===== config.mk =====
export PLATFORM = sky130hd
export DESIGN_NAME = seg7_scroll_ctrl
export DESIGN_NICKNAME = d
export VERILOG_FILES = /design/src/rtl/seg7_pkg.sv /design/src/rtl/seg7_char_enc.sv /design/src/rtl/seg7_scroll_ctrl.sv
export SDC_FILE = /design/constraint.sdc
export NUM_CORES = 1
export LEC_CHECK = 0
export BUFFER_PORTS_ARGS = -buffer_cell sky130_fd_sc_hd__buf_2
export CAP_MARGIN = 20
export CORE_MARGIN = 5
export CORE_UTILIZATION = 45
export DETAILED_ROUTE_END_ITERATION = 10
export GPL_TIMING_DRIVEN = 0
export PLACE_DENSITY = 0.73
export SLEW_MARGIN = 20
export SYNTH_ARGS = -nofsm -noshare
export SYNTH_HDL_FRONTEND = slang
export SYNTH_SLANG_ARGS = --single-unit
export TNS_END_PERCENT = 20

===== constraint.sdc =====
create_clock -name CLOCK_50 -period 5.85 [get_ports CLOCK_50]
set_input_delay 0.8775 -clock CLOCK_50 [delete_from_list [all_inputs] [get_ports CLOCK_50]]
set_output_delay 0.8775 -clock CLOCK_50 [all_outputs]
set_load 0.03 [all_outputs]

===== src/rtl/seg7_pkg.sv =====
// Shared definitions for the HEX-display message scroller: character codes,
// active-low segment patterns (bit order g f e d c b a) and controller states.
package seg7_pkg;

    localparam int CODE_W = 5;
    localparam int SEG_W  = 7;

    localparam logic [CODE_W-1:0] CH_L     = 5'h10;
    localparam logic [CODE_W-1:0] CH_I     = 5'h11;
    localparam logic [CODE_W-1:0] CH_T     = 5'h12;
    localparam logic [CODE_W-1:0] CH_BLANK = 5'h13;

    localparam logic [SEG_W-1:0] SEG7_0     = 7'h40;
    localparam logic [SEG_W-1:0] SEG7_1     = 7'h79;
    localparam logic [SEG_W-1:0] SEG7_2     = 7'h24;
    localparam logic [SEG_W-1:0] SEG7_3     = 7'h30;
    localparam logic [SEG_W-1:0] SEG7_4     = 7'h19;
    localparam logic [SEG_W-1:0] SEG7_5     = 7'h12;
    localparam logic [SEG_W-1:0] SEG7_6     = 7'h02;
    localparam logic [SEG_W-1:0] SEG7_7     = 7'h78;
    localparam logic [SEG_W-1:0] SEG7_8     = 7'h00;
    localparam logic [SEG_W-1:0] SEG7_9     = 7'h10;
    localparam logic [SEG_W-1:0] SEG7_A     = 7'h08;
    localparam logic [SEG_W-1:0] SEG7_B     = 7'h03;
    localparam logic [SEG_W-1:0] SEG7_C     = 7'h46;
    localparam logic [SEG_W-1:0] SEG7_D     = 7'h21;
    localparam logic [SEG_W-1:0] SEG7_E     = 7'h06;
    localparam logic [SEG_W-1:0] SEG7_F     = 7'h0E;
    localparam logic [SEG_W-1:0] SEG7_L     = 7'h47;
    localparam logic [SEG_W-1:0] SEG7_i     = 7'h6F;
    localparam logic [SEG_W-1:0] SEG7_t     = 7'h07;
    localparam logic [SEG_W-1:0] SEG7_BLANK = 7'h7F;

    typedef enum logic [0:0] {
        ST_LOAD = 1'b0,
        ST_SHOW = 1'b1
    } scroll_state_t;

endpackage


===== src/rtl/seg7_char_enc.sv =====
// Character code to active-low 7-segment pattern; unknown codes render blank.
module seg7_char_enc
    import seg7_pkg::*;
(
    input  logic [CODE_W-1:0] i_code,
    output logic [SEG_W-1:0]  o_seg
);

    // Code lookup
    always_comb begin
        o_seg = SEG7_BLANK;
        case (i_code)
            5'h00:   o_seg = SEG7_0;
            5'h01:   o_seg = SEG7_1;
            5'h02:   o_seg = SEG7_2;
            5'h03:   o_seg = SEG7_3;
            5'h04:   o_seg = SEG7_4;
            5'h05:   o_seg = SEG7_5;
            5'h06:   o_seg = SEG7_6;
            5'h07:   o_seg = SEG7_7;
            5'h08:   o_seg = SEG7_8;
            5'h09:   o_seg = SEG7_9;
            5'h0A:   o_seg = SEG7_A;
            5'h0B:   o_seg = SEG7_B;
            5'h0C:   o_seg = SEG7_C;
            5'h0D:   o_seg = SEG7_D;
            5'h0E:   o_seg = SEG7_E;
            5'h0F:   o_seg = SEG7_F;
            CH_L:    o_seg = SEG7_L;
            CH_I:    o_seg = SEG7_i;
            CH_T:    o_seg = SEG7_t;
            default: o_seg = SEG7_BLANK;
        endcase
    end

endmodule


===== src/rtl/seg7_scroll_ctrl.sv =====
// Loads a character message over a valid/ready stream and scrolls it
// right-to-left across the HEX displays, followed by a gap of blank digits.
module seg7_scroll_ctrl
    import seg7_pkg::*;
#(
    parameter int STEP_DIV   = 12500000,
    parameter int MSG_DEPTH  = 16,
    parameter int NUM_DIGITS = 6
) (
    input  logic                      CLOCK_50,
    input  logic                      Reset_Scroll,
    input  logic                      Char_Valid,
    output logic                      Char_Ready,
    input  logic [CODE_W-1:0]         Char_Code,
    input  logic                      Char_Last,
    input  logic                      Msg_Clear,
    input  logic                      Scroll_En,
    output logic                      Busy,
    output logic [SEG_W*NUM_DIGITS-1:0] Seg7_Bus
);

    localparam int AW       = $clog2(MSG_DEPTH);
    localparam int PW       = AW + 1;
    localparam int RING_MAX = MSG_DEPTH + NUM_DIGITS;
    localparam int OW       = $clog2(RING_MAX);
    localparam int SW       = $clog2(2 * RING_MAX);
    localparam int PSW      = (STEP_DIV > 1) ? $clog2(STEP_DIV) : 1;

    scroll_state_t                    r_state;
    logic [PW-1:0]                    r_wr_ptr;
    logic [PW-1:0]                    r_len;
    logic [OW-1:0]                    r_off;
    logic [PSW-1:0]                   r_ps;
    logic [SEG_W*NUM_DIGITS-1:0]      r_seg;
    logic [CODE_W-1:0]                r_buf [MSG_DEPTH];

    logic                             w_xfer;
    logic                             w_last;
    logic                             w_ps_tc;
    logic [SW-1:0]                    w_ring_len;
    logic [SW-1:0]                    w_len_ext;
    logic [SEG_W*NUM_DIGITS-1:0]      w_frame;

    assign w_xfer     = Char_Valid && (r_state == ST_LOAD);
    assign w_last     = Char_Last || (r_wr_ptr == PW'(MSG_DEPTH - 1));
    assign w_ps_tc    = (r_ps == PSW'(STEP_DIV - 1));
    assign w_len_ext  = SW'(r_len);
    assign w_ring_len = w_len_ext + SW'(NUM_DIGITS);

    // offset+j never reaches twice the ring length, so one conditional subtract wraps it
    for (genvar j = 0; j < NUM_DIGITS; j++) begin : g_digit
        logic [SW-1:0]     w_pos_raw;
        logic [SW-1:0]     w_pos;
        logic [CODE_W-1:0] w_code;

        assign w_pos_raw = SW'(r_off) + SW'(j);
        assign w_pos     = (w_pos_raw >= w_ring_len) ? (w_pos_raw - w_ring_len) : w_pos_raw;
        assign w_code    = (w_pos < w_len_ext) ? r_buf[w_pos[AW-1:0]] : CH_BLANK;

        seg7_char_enc u_enc (
            .i_code (w_code),
            .o_seg  (w_frame[SEG_W*(NUM_DIGITS-1-j) +: SEG_W])
        );
    end

    // Message buffer write port; a clear or reset in the same cycle drops the character
    always_ff @(posedge CLOCK_50) begin
        if (w_xfer && !Reset_Scroll && !Msg_Clear) begin
            r_buf[r_wr_ptr[AW-1:0]] <= Char_Code;
        end
    end

    // Load/show sequencer with step prescaler and registered display frame
    always_ff @(posedge CLOCK_50) begin
        if (Reset_Scroll || Msg_Clear) begin
            r_state  <= ST_LOAD;
            r_wr_ptr <= '0;
            r_len    <= '0;
            r_off    <= '0;
            r_ps     <= '0;
            r_seg    <= '1;
        end else begin
            case (r_state)
                ST_LOAD: begin
                    if (Char_Valid) begin
                        r_wr_ptr <= r_wr_ptr + PW'(1);
                        if (w_last) begin
                            r_len   <= r_wr_ptr + PW'(1);
                            r_off   <= '0;
                            r_ps    <= '0;
                            r_state <= ST_SHOW;
                        end
                    end
                end
                ST_SHOW: begin
                    r_seg <= w_frame;
                    if (Scroll_En) begin
                        if (w_ps_tc) begin
                            r_ps <= '0;
                            if (SW'(r_off) == (w_ring_len - SW'(1))) begin
                                r_off <= '0;
                            end else begin
                                r_off <= r_off + OW'(1);
                            end
                        end else begin
                            r_ps <= r_ps + PSW'(1);
                        end
                    end
                end
                default: begin
                    r_state  <= ST_LOAD;
                    r_wr_ptr <= '0;
                    r_len    <= '0;
                    r_off    <= '0;
                    r_ps     <= '0;
                    r_seg    <= '1;
                end
            endcase
        end
    end

    assign Char_Ready = (r_state == ST_LOAD);
    assign Busy       = (r_state == ST_SHOW);
    assign Seg7_Bus   = r_seg;

endmodule


Word-level counts from Yosys, hierarchy flattened
Memories as Yosys holds them, arrays and structs flattened. A register that Yosys moved wholly into a read port is not among the register bits.
Cells that the tools add are included.
W data, S select, Z words.
{"block": "word_totals", "register_bits": 40, "ramBits": 80, "mem_bits_ro": 1344, "inputBits": 11, "out_inout_bits": 44, "elab_cells": 87, "n_memories": 7}
{"memory": "(no name shown)", "words": 32, "width": 7, "read_ports": 1, "rd_ports_with_merged_regs": 1, "write_ports": 0, "line_no": "seg7_char_enc.sv:12", "rtl": "case (i_code)"}
{"memory": "(no name shown)", "words": 32, "width": 7, "read_ports": 1, "rd_ports_with_merged_regs": 1, "write_ports": 0, "line_no": "seg7_char_enc.sv:12"}
{"memory": "(no name shown)", "words": 32, "width": 7, "read_ports": 1, "rd_ports_with_merged_regs": 1, "write_ports": 0, "line_no": "seg7_char_enc.sv:12"}
{"memory": "(no name shown)", "words": 32, "width": 7, "read_ports": 1, "rd_ports_with_merged_regs": 1, "write_ports": 0, "line_no": "seg7_char_enc.sv:12"}
{"memory": "(no name shown)", "words": 32, "width": 7, "read_ports": 1, "rd_ports_with_merged_regs": 1, "write_ports": 0, "line_no": "seg7_char_enc.sv:12"}
{"memory": "(no name shown)", "words": 32, "width": 7, "read_ports": 1, "rd_ports_with_merged_regs": 1, "write_ports": 0, "line_no": "seg7_char_enc.sv:12"}
{"memory": "+1 memories"}
{"block": "classes", "n_addsub": 16, "order_cmp": 12, "n_eq_ne": 7, "mux": 28, "n_bitwise": 1, "n_reduce_logical": 11}
{"op": "$mux W24", "count": 4}
{"op": "$mux W5", "count": 11}
{"op": "$pmux W24 S2", "count": 1}
{"op": "$lt A6 B5 Y1", "count": 6}
{"op": "$mux W6", "count": 6}
{"op": "$ge A6 B6 Y1", "count": 5}
{"op": "$sub A6 B6 Y6", "count": 5}
{"op": "$add A24 B1 Y24 const B", "count": 1}
{"op": "$eq A24 B24 Y1 const B", "count": 1}
{"op": "$add A5 B3 Y6 const B", "count": 3}
{"op": "$add A5 B2 Y6 const B", "count": 2}
{"op": "$add A5 B1 Y5 const B", "count": 2}
{"op": "$pmux W5 S2", "count": 1}
{"op": "$add A5 B1 Y6 const B", "count": 1}
{"op": "$eq A5 B6 Y1", "count": 1}
{"op": "$ge A5 B6 Y1", "count": 1}
{"op": "$reduce_and A3 Y1", "count": 2}
{"op": "$sub A5 B6 Y6", "count": 1}
{"op": "$sub A6 B1 Y6 const B", "count": 1}
{"op": "$eq A5 B4 Y1 const B", "count": 1}
{"op": "$mux W1", "count": 5}
{"op": "$ne A2 B1 Y1 const B", "count": 2}
{"op": "$ne A2 B2 Y1 const B", "count": 2}
{"op": "$reduce_and A4 Y1", "count": 1}
{"op": "5 further kinds", "count": 9}

Logic depth before layout (Yosys ltp)
Gate-level depths: netlist of run 1.
{"block": "logic_depth", "ltp_word": 7, "ltp_mapped": 28, "depth_no_buf": 24}

Cells and area by module
A second synthesis of run 1 with hierarchy kept.
{"block": "hier_totals", "cells_unflattened": 1661, "area_unflattened_um2": 15099.5}
{"mod": "seg7_scroll_ctrl", "n_inst": 1, "cells_per_inst": 1385, "area_each_um2": 13050.0, "seq_area_each_um2": 4043.9}
{"mod": "seg7_char_enc", "n_inst": 6, "cells_per_inst": 46, "area_each_um2": 341.6, "seq_area_each_um2": 0.0}

Worst setup path before layout of run 1
OpenSTA, ideal clock, no wires.
{"block": "synth_timing", "path_type": "reg-to-reg", "start": "reg r_off[0]", "end": "reg r_seg[20], in the netlist Seg7_Bus[20]", "setup_time_ns": 0.122, "t_arrival_ns": 5.995, "required_time_ns": 5.728, "setup_slack_ns": -0.267, "path_stages_with_launch": 27, "path_buffers": 7, "synth_period_minus_slack_ns": 6.117, "cell_sequence": "dfxtp_1 clkbuf_1 inv_1 clkbuf_1 ha_1 clkbuf_1 clkbuf_1 inv_1 ha_1 a41oi_1 a22oi_2 o21a_2 o21ai_4 nand2_4 inv_4 buf_6 buf_2 ha_1 o21ai_0 a21oi_1 a211oi_2 clkbuf_1 nand4_1 ha_1 mux2_4 a311o_1 a221o_1"}
{"block": "synth_between", "elab_chain_cells": 5, "word_cells_on_any_way": 7, "classes_between": "add/sub (2); order compare (2); mux (2); memory (1)"}
{"element": "start, declared", "line_no": "seg7_scroll_ctrl.sv:32", "rtl": "logic [OW-1:0] r_off;"}
{"element": "start signal, assigned", "line_no": "seg7_scroll_ctrl.sv:103", "rtl": "r_off <= r_off + OW'(1);"}
{"element": "$add A5 B2 Y6 *", "line_no": "seg7_scroll_ctrl.sv:56", "rtl": "assign w_pos_raw = SW'(r_off) + SW'(j);"}
{"element": "$sub A6 B6 Y6 or $ge A6 B6 Y1 (tied branches)", "line_no": "seg7_scroll_ctrl.sv:57", "rtl": "assign w_pos = (w_pos_raw >= w_ring_len) ? (w_pos_raw - w_ring_len) : w_pos_raw;"}
{"element": "$mux W6 *", "line_no": "seg7_scroll_ctrl.sv:57"}
{"element": "$mem_v2 Z16 W5 or $lt A6 B5 Y1 (tied branches)"}
{"element": "$mux W5 *", "line_no": "seg7_scroll_ctrl.sv:58", "rtl": "assign w_code = (w_pos < w_len_ext) ? r_buf[w_pos[AW-1:0]] : CH_BLANK;"}
{"element": "end, declared", "line_no": "seg7_scroll_ctrl.sv:34", "rtl": "logic [SEG_W*NUM_DIGITS-1:0] r_seg;"}
Mark *: on every way between the ends. The rest lies on a longest branch, timed or not.
A chain may end at the register's enable or synchronous reset.

Worst setup path after layout of run 1
Ends and elaborated chain as after synthesis.

==> results of run 1 <==
[repair_timing]
item,in CTS,in global routing
buffers inserted,40,25
gates resized for setup,101,58
pin swaps,13,18
endpoints found under the setup margin,42,35
[worst max path at each step]
stage | end | slack [ns] | cells past startpoint
floorplan | Seg7_Bus[5] | -0.02 | 26
global placement | Seg7_Bus[20] | -1.84 | 26
detailed placement | Seg7_Bus[20] | -1.84 | 26
CTS | Seg7_Bus[20] | -0.008 | 26
global route | Seg7_Bus[20] | -0.05 | 26
finish | Seg7_Bus[20] | 0.13 | 26
[state kept, by name, summed over array words and instances, names as in the netlist]
signal    cells
Busy          1
r_ps         24
r_buf        80
Seg7_Bus     42
r_len         5
r_wr_ptr      5
r_off         5
[final cells by class]
type	count	area, um^2	area share (%)
clock inverters	15	174	0.923
inverters	91	384	2.04
clock buffers	17	425	2.26
flip-flops and latches	162	4060	21.6
repair buffers	119	762	4.05
well taps	461	577	3.06
plain buffers	92	616	3.27
multi-input cells	1536	11800	62.8
[layer usage]
layer	GRT usage [%]	routed length, um
met1	38.4	24500
met2	47.8	28600
met3	5.64	6620
met4	14.4	3180
met5	0	0
[power by group through the flow]
| stage | clock network (uW) | logic [uW] | registers, uW |
|---|---|---|---|
| 2_1_floorplan | 0 | 480 | 1230 |
| 3_3_place_gp | 0 | 651 | 1230 |
| 3_5_place_dp | 0 | 663 | 1230 |
| 4_1_cts | 1150 | 720 | 1200 |
| 5_1_grt | 1200 | 823 | 1200 |
| 6_report | 1130 | 773 | 1200 |
[through the flow]
stage          area, um^2  power [uW]
2_1_floorplan       16300        1710
6_report            18800        3110
4_1_cts             18400        3070
3_3_place_gp        17100        1880
3_5_place_dp        17100        1890
5_1_grt             18800        3220
[cell families after synthesis]
kind of cell	Yosys count	synth area share (%)
buf+inv	191	5.03
mux	224	16.4
fa+ha+maj	106	8.29
xor+xnor	77	4.49
flops	162	24.9
simple gates	611	18.1
compound gates	518	22.9
[synth_stat cells, drive strengths merged, types with 30 or more instances]
| master | n | area [um^2] |
|---|---|---|
| nand2 | 201 | 769 |
| mux2i | 167 | 1690 |
| nor2 | 141 | 542 |
| a21oi | 107 | 543 |
| ha | 98 | 1230 |
| inv | 91 | 347 |
| o21ai | 87 | 477 |
| dfxtp | 82 | 1640 |
| edfxtp | 80 | 2400 |
| nand3 | 78 | 395 |
| clkbuf | 51 | 193 |
| buf | 49 | 279 |
| xnor2 | 46 | 444 |
| a211oi | 42 | 345 |
| nor3 | 37 | 185 |
| xor2 | 30 | 263 |
==> run metrics, run 1 <==
most frequent cells in the layout=199 x nand2_1, 161 x mux2i_1, 134 x nor2_1, 95 x a21oi_1, 90 x ha_1; placed cell count=2404; FILL cells=3246; core footprint=35700 um^2; Slew headroom=29.3%; FF-to-FF setup slack=0.13 ns; post-synthesis register bit count=162; Post-Layout Cell Count=2493; Netlist cell types=118; routed via count=16700; element type at the critical path end=flop; final core utilization=52.8%; Post-DRT Antenna Nets=0; Peak VDD IR=274 uV; average size of a mapped cell=8.61 um^2; hold_ws=0.481 ns; Synth async-reset ratio=0%; hold worst-path end=Seg7_Bus[5]; Layout area overhead=15.8%; # setup viols final=0; Buffers on Ports=54; gr ovfl total=0; vias in the first global route=15700; max cap viols=0; Sink Count=162; largest net degree at the start of global routing=20; RR Startpoint=r_off[0]; DRC=0; Tightest Hold Check Type=flop to flop; worst min-delay path startpoint=Seg7_Bus[5]; sw power=1040 uW; Startpoint Class=flop; NumNets Final=2132; Fin. Hold Viols=0; root buffer cell=clkbuf_16; die width=200 um; RSZ-0062 raised after global routing=yes; Seq/Total Area, Yosys=24.9%; Primary FF master, synth=dfxtp_1; initial antenna violation count=0; fin crit share=97.7%; fin. max-slew vios=0; pwr/cell area=165 nW/um^2; most common cell after layout, fill and taps aside=nand2_1; Largest delay share family, worst path=compound AO/OA/AOI/OAI gates; clock group share of total power=36.5%; layout cells sized above 1=19.5%; Int Power=2060 uW; critical path data arrival time=6.05 ns; Synth Net Count=2002; reg2reg end=Seg7_Bus[20]; # IOs=55; GRT Util Overall=29.6%; Post-DP HPWL=48000 um; logic gate share of total power=24.9%; Cells on Worst Hold Path=1; clk_lat worst skew=0.46 ns; synthesized cell area=16300 um^2; Setup WS pre-CTS=-1.84 ns; routed vias/inst=6.69; hold buffer count at cts=0; data required time of the worst path=6.19 ns; CP bufs+invs=10; sequential power share=38.6%; reg2reg path depth=26; kind of critical path=flop to flop; Pre-antenna DRT Iters=6; Final GP Congestion=1.04; DIE HEIGHT=200 um; Cells after Synth=1889; status=finished, final reports clean; EDFF count, synth=80; CTS Buf Count=17; initial DRC count=2045; Final min period=5.72 ns; worst clock skew=0.0184 ns; setup ws final=0.133 ns; Crit-path slowest cell=dfxtp_4; num rows=69; clock transition at the registers of the reported paths=0.08 ns; Max clock buf depth=2; largest fanout on the critical path=10; Yosys Warn Count=0; Starting Density=45.6%; Worst-Margin Slew=1.05 ns; Sw Share=33.6%; setup TNS=0 ns; total wire length=62900 um; total die area=40100 um^2; FMAX=175 MHz; drt wl/cell=25.2 um; first-pass GRT wire length=93400 um; H-tree levels=4; CP max stage delay=0.39 ns; ant diodes=0; crit path from=r_off[0]; P_leak=0.00759 uW; CTS tree=yes
(Power assumes the default switching activity.)
==> inputs of run 2 (changes only) <==
--- a/config.mk
+++ b/config.mk
@@ -9,6 +9,7 @@
 export CAP_MARGIN = 20
 export CORE_MARGIN = 5
 export CORE_UTILIZATION = 45
+export CTS_BUF_LIST = sky130_fd_sc_hd__clkbuf_4 sky130_fd_sc_hd__clkbuf_8
 export DETAILED_ROUTE_END_ITERATION = 10
 export GPL_TIMING_DRIVEN = 0
 export PLACE_DENSITY = 0.73
==> run metrics, run 2 (same netlist as run 1, synthesis figures left out) <==
Slew headroom=32.8% (+3.5 points); placed cell area=17100 um^2 (unchanged); # IOs=55 (unchanged); GRT Util Overall=29.5% (-0.11 points); total die area=40100 um^2 (unchanged); setup TNS=0 ns (unchanged); most frequent CP cell=buf_8; CTS tree=yes; critical path data arrival time=6.15 ns (+0.10 ns); total wire length=62500 um (-0.49%); Layout area overhead=14.6%; vias in the first global route=15600 (-0.25%); kind of critical path=flop to flop; DIE HEIGHT=200 um (unchanged); root buffer cell=clkbuf_8; core footprint=35700 um^2 (unchanged); element type at the critical path end=flop; die width=200 um (unchanged); CP max stage delay=0.40 ns (about the same); hold buffer count at cts=0 (unchanged); final instance area=18600 um^2 (-1.0%); Largest register FFs=80 (unchanged); initial DRC count=2124 (+3.9%); # setup viols final=0 (unchanged); total power draw=2810 uW (-9.5%); most common cell after layout, fill and taps aside=nand2_1; layout cells sized above 1=19.8% (+0.30 points); CTS Buf Count=17 (unchanged); P_leak=0.00750 uW (-1.2%); clock transition at the registers of the reported paths=0.12 ns (+0.04 ns); data required time of the worst path=6.24 ns (+0.05 ns); Peak VDD IR=279 uV (+1.5%); largest fanout on the critical path=10 (unchanged); drt wl/cell=25.1 um (-0.53%); Worst-Margin Slew=1.01 ns (-0.0427 ns); Post-DP HPWL=48000 um (unchanged); most frequent cells in the layout=199 x nand2_1, 161 x mux2i_1, 133 x nor2_1, 94 x a21oi_1, 90 x ha_1; max cap viols=0 (unchanged); fin crit share=98.5% (+0.73 points); pwr/cell area=151 nW/um^2 (-8.6%); largest net degree at the start of global routing=20 (unchanged); num rows=69 (unchanged); gr ovfl total=0 (unchanged); first-pass GRT wire length=93000 um (-0.47%); Startpoint Class=flop; status=finished, final reports clean; Pre-antenna DRT Iters=7 (+1); fin. max-slew vios=0 (unchanged); routed vias/inst=6.65 (-0.48%); Starting Density=45.6% (unchanged); H-tree levels=4 (unchanged); DRC=0 (unchanged); Post-DRT Antenna Nets=0 (unchanged); initial antenna violation count=0 (unchanged); routed via count=16600 (-0.44%); Tightest Hold Check Type=flop to flop; clk_lat worst skew=0.51 ns (+0.05 ns); Final GP Congestion=1.04 (unchanged); Buffers on Ports=54 (unchanged); worst clock skew=0.0351 ns (+0.0167 ns); final core utilization=52.3% (-0.55 points); FILL cells=3279 (+1.0%); FMAX=174 MHz (-0.74%); Max clock buf depth=2 (unchanged); NumNets Final=2132 (unchanged); Crit-path slowest cell=dfxtp_4; Sink Count=162 (unchanged); Fin. Hold Viols=0 (unchanged); Final min period=5.76 ns (+0.0428 ns)
-- run 2: cell count changes in the layout (fill, tap and decap cells not counted), sizes merged --
cell	change
buf	+2
diode	+1
clkbuf	-2
-- run 2: layer usage --
metal / GRT usage, % / wire (um)
met1: 38.4 / 24600
met2: 47.7 / 28400
met3: 5.95 / 6650
met4: 13.3 / 2930
met5: 0 / 0
-- run 2: path summary, 6_finish.rpt --
check	cells after the start	start	slack, ns	end
max	26	r_off[0]	0.09	Seg7_Bus[20]
min	1	Seg7_Bus[5]	0.49	Seg7_Bus[5]
max reg2reg	26	r_off[0]	0.09	Seg7_Bus[20]
min reg2reg	1	Seg7_Bus[5]	0.49	Seg7_Bus[5]
-- run 2: power by group --
group	switching (uW)	leakage [uW]	internal, uW	total (uW)
Sequential	8.01	0.00139	1190	1200
Clock	514	0.000200	326	840
Combinational	477	0.00591	294	771
-- run 2: timing repair --
item                       in CTS  in global routing
buffers inserted               40                 24
setup endpoints to repair      42                 36
cloned                          0                  0
pin swaps                      14                 21
gates resized for setup        98                 66
-- run 2: critical path, delay by kind of cell (launching register included) --
kind | cells | cell delay (ns)
flip-flops | 1 | 0.40
AO/OA/AOI/OAI | 8 | 1.78
multiplexers | 1 | 0.26
AND/OR/NAND/NOR | 3 | 0.57
adder cells (fa/ha/maj) | 4 | 1.17
buffers and inverters | 10 | 1.45
-- run 2: stage by stage --
| step | instances | hold WS (ns) | worst slack [ns] |
|---|---|---|---|
| floorplan | 1889 | 0.462 | -0.0209 |
| global placement | 2404 | 0.446 | -1.84 |
| detailed placement | 2404 | 0.466 | -1.84 |
| CTS | 2474 | 0.493 | -0.0376 |
| global route | 2493 | 0.504 | -0.0309 |
| finish | 2494 | 0.490 | 0.0906 |
-- run 2: final cells by class --
cell class | count | area, um^2 | share of cell area [%]
well taps | 461 | 577 | 3.09
multi-input cells | 1536 | 11900 | 63.6
plain buffers | 93 | 604 | 3.24
clock inverters | 15 | 174 | 0.933
diodes | 1 | 2.50 | 0.0134
clock buffers | 17 | 234 | 1.26
repair buffers | 118 | 754 | 4.05
inverters | 91 | 382 | 2.05
flip-flops and latches | 162 | 4060 | 21.8
==> inputs of run 3 (changes only) <==
--- a/config.mk
+++ b/config.mk
@@ -7,12 +7,15 @@
 export LEC_CHECK = 0
 export BUFFER_PORTS_ARGS = -buffer_cell sky130_fd_sc_hd__buf_2
 export CAP_MARGIN = 20
+export CELL_PAD_IN_SITES_DETAIL_PLACEMENT = 1
+export CELL_PAD_IN_SITES_GLOBAL_PLACEMENT = 1
 export CORE_MARGIN = 5
 export CORE_UTILIZATION = 45
 export CTS_BUF_LIST = sky130_fd_sc_hd__clkbuf_4 sky130_fd_sc_hd__clkbuf_8
 export DETAILED_ROUTE_END_ITERATION = 10
 export GPL_TIMING_DRIVEN = 0
-export PLACE_DENSITY = 0.73
+export PLACE_DENSITY = 0.86
+export RECOVER_POWER = 50
 export SLEW_MARGIN = 20
 export SYNTH_ARGS = -nofsm -noshare
 export SYNTH_HDL_FRONTEND = slang
==> constraint.sdc (replaced) <==
create_clock -name CLOCK_50 -period 6.45 [get_ports CLOCK_50]
set_input_delay 0.9675 -clock CLOCK_50 [delete_from_list [all_inputs] [get_ports CLOCK_50]]
set_output_delay 0.9675 -clock CLOCK_50 [all_outputs]
set_load 0.03 [all_outputs]
==> run metrics, run 3 (same netlist as run 1, synthesis figures left out) <==
data required time of the worst path=6.88 ns (+0.64 ns); max cap viols=0 (unchanged); kind of critical path=flop to flop; # IOs=55 (unchanged); GRT Util Overall=32.8% (+3.3 points); clk_lat worst skew=0.54 ns (+0.03 ns); Sink Count=162 (unchanged); Post-DRT Antenna Nets=0 (unchanged); vias in the first global route=17100 (+9.1%); FILL cells=4248 (+30%); status=finished, final reports clean; RR Startpoint=r_off[0]; total die area=40100 um^2 (unchanged); initial DRC count=1921 (-9.6%); ant diodes=0 (-1); element type at the critical path end=flop; Pre-antenna DRT Iters=6 (-1); CTS tree=yes; routed via count=16900 (+1.6%); DIE HEIGHT=200 um (unchanged); most frequent cells in the layout=199 x nand2_1, 161 x mux2i_1, 137 x nor2_1, 99 x a21oi_1, 94 x ha_1; # setup viols final=0 (unchanged); Peak VDD IR=181 uV (-35%); Largest register FFs=80 (unchanged); initial antenna violation count=1 (+1); reg2reg end=Seg7_Bus[5]; Starting Density=45.6% (unchanged); Post-DP HPWL=53100 um (+10%); H-tree levels=4 (unchanged); total power draw=2630 uW (-6.3%); Slew headroom=30.1% (-2.7 points); layout cells sized above 1=14.3% (-5.5 points); largest fanout on the critical path=11 (+1); hold buffer count at cts=0 (unchanged); core footprint=35700 um^2 (unchanged); total wire length=68900 um (+10%); Max clock buf depth=2 (unchanged); routed vias/inst=6.85 (+2.9%); pwr/cell area=146 nW/um^2 (-3.1%); NumNets Final=2101 (-1.5%); first-pass GRT wire length=102000 um (+10%); die width=200 um (unchanged); multi-input logic area=11600 um^2 (-1.9%); critical path data arrival time=6.81 ns (+0.66 ns); Register Area=4060 um^2 (about the same); Tightest Hold Check Type=flop to flop; Final GP Congestion=1.05 (+0.79%); setup ws final=0.0679 ns (-0.0227 ns); Crit-path slowest cell=dfxtp_2; placed cell area=17100 um^2 (about the same); Fin. Hold Viols=0 (unchanged); P_leak=0.00721 uW (-3.8%); RSZ-0062 raised after global routing=yes; num rows=69 (unchanged); worst clock skew=0.0281 ns (-0.00697 ns); CTS Buf Count=17 (unchanged); Worst-Margin Slew=1.05 ns (+0.0404 ns); fin. max-slew vios=0 (unchanged); crit path from=r_off[0]; final instance area=18000 um^2 (-3.3%); largest net degree at the start of global routing=18 (-10%); reg2reg path depth=28 (+7.7%); Layout area overhead=10.8%; CP max stage delay=0.40 ns (about the same); FF-to-FF setup slack=0.07 ns (-0.02 ns); Final min period=6.38 ns (+0.623 ns); DRC=0 (unchanged); final core utilization=50.5% (-1.7 points); root buffer cell=clkbuf_8; gr ovfl total=0 (unchanged); Setup WS pre-CTS=-2.54 ns (-0.699 ns); fin crit share=98.9% (+0.50 points); clock transition at the registers of the reported paths=0.11 ns (about the same); drt wl/cell=28.0 um (+12%); worst setup path end=Seg7_Bus[5]; most common cell after layout, fill and taps aside=nand2_1; Startpoint Class=flop; FMAX=157 MHz (-9.8%); Buffers on Ports=54 (unchanged)
==> run 3: cell types whose count changed in the layout (fill, tap and decap cells not counted), moves of 4 or more <==
cell / change
buf_6: -6
a21oi_1: +5
nor2_1: +4
a21oi_2: -4
buf_2: -44
inv_6: +4
buf_8: -5
inv_1: +4
clkbuf_1: +53
clkinv_8: -4
clkbuf_4: +8
buf_4: -35
ha_1: +4
==> run 3: worst min path at each step <==
stage            startpoint  cells past startpoint           end
2_1_floorplan       r_ps[1]                      2       r_ps[1]
3_3_place_gp   Seg7_Bus[23]                      2  Seg7_Bus[23]
3_5_place_dp   Seg7_Bus[13]                      2  Seg7_Bus[13]
4_1_cts        Seg7_Bus[13]                      2  Seg7_Bus[13]
5_1_grt        Seg7_Bus[14]                      1  Seg7_Bus[14]
6_report        Seg7_Bus[5]                      1   Seg7_Bus[5]
==> run 3: stage by stage <==
stage | cells | TNS (ns) | hold slack [ns]
global route | 2462 | -0.682 | 0.515
detailed placement | 2404 | -49.47 | 0.472
CTS | 2447 | 0 | 0.495
finish | 2462 | 0 | 0.500
global placement | 2404 | -40.65 | 0.449
floorplan | 1889 | 0 | 0.462
==> run 3: final cells by class <==
type | count | share of cell area (%)
well taps | 461 | 3.20
repair buffers | 82 | 2.33
plain buffers | 98 | 3.03
clock buffers | 19 | 1.38
flip-flops and latches | 162 | 22.5
multi-input cells | 1536 | 64.5
clock inverters | 13 | 0.993
inverters | 91 | 2.03
==> run 3: power by group <==
group	switching [uW]	internal [uW]
Clock	484	375
Combinational	441	243
Sequential	8.54	1080
Total	933	1700
==> run 3: repair_timing <==
item	CTS	global route
pin swaps	5	6
setup endpoints to repair	40	29
resized for setup	57	37
buffers inserted	12	16
==> run 3: worst max-delay path: cells and delay by family (launching register included) <==
kind,cells,cell delay [ns]
adder cells (fa/ha/maj),4,1.06
buffers and inverters,11,1.95
AO/OA/AOI/OAI,12,2.65
AND/OR/NAND/NOR,1,0.20
flip-flops,1,0.40
==> run 3: per-layer routing <==
layer  global-route usage (%)  part of all wire, %  vias up
met5                        0                0.019        -
met4                     14.4                  4.8        2
met1                     42.5                   39     8342
met3                     6.76                   11      215
li1                         -                    -     7318
met2                     53.3                   45      980
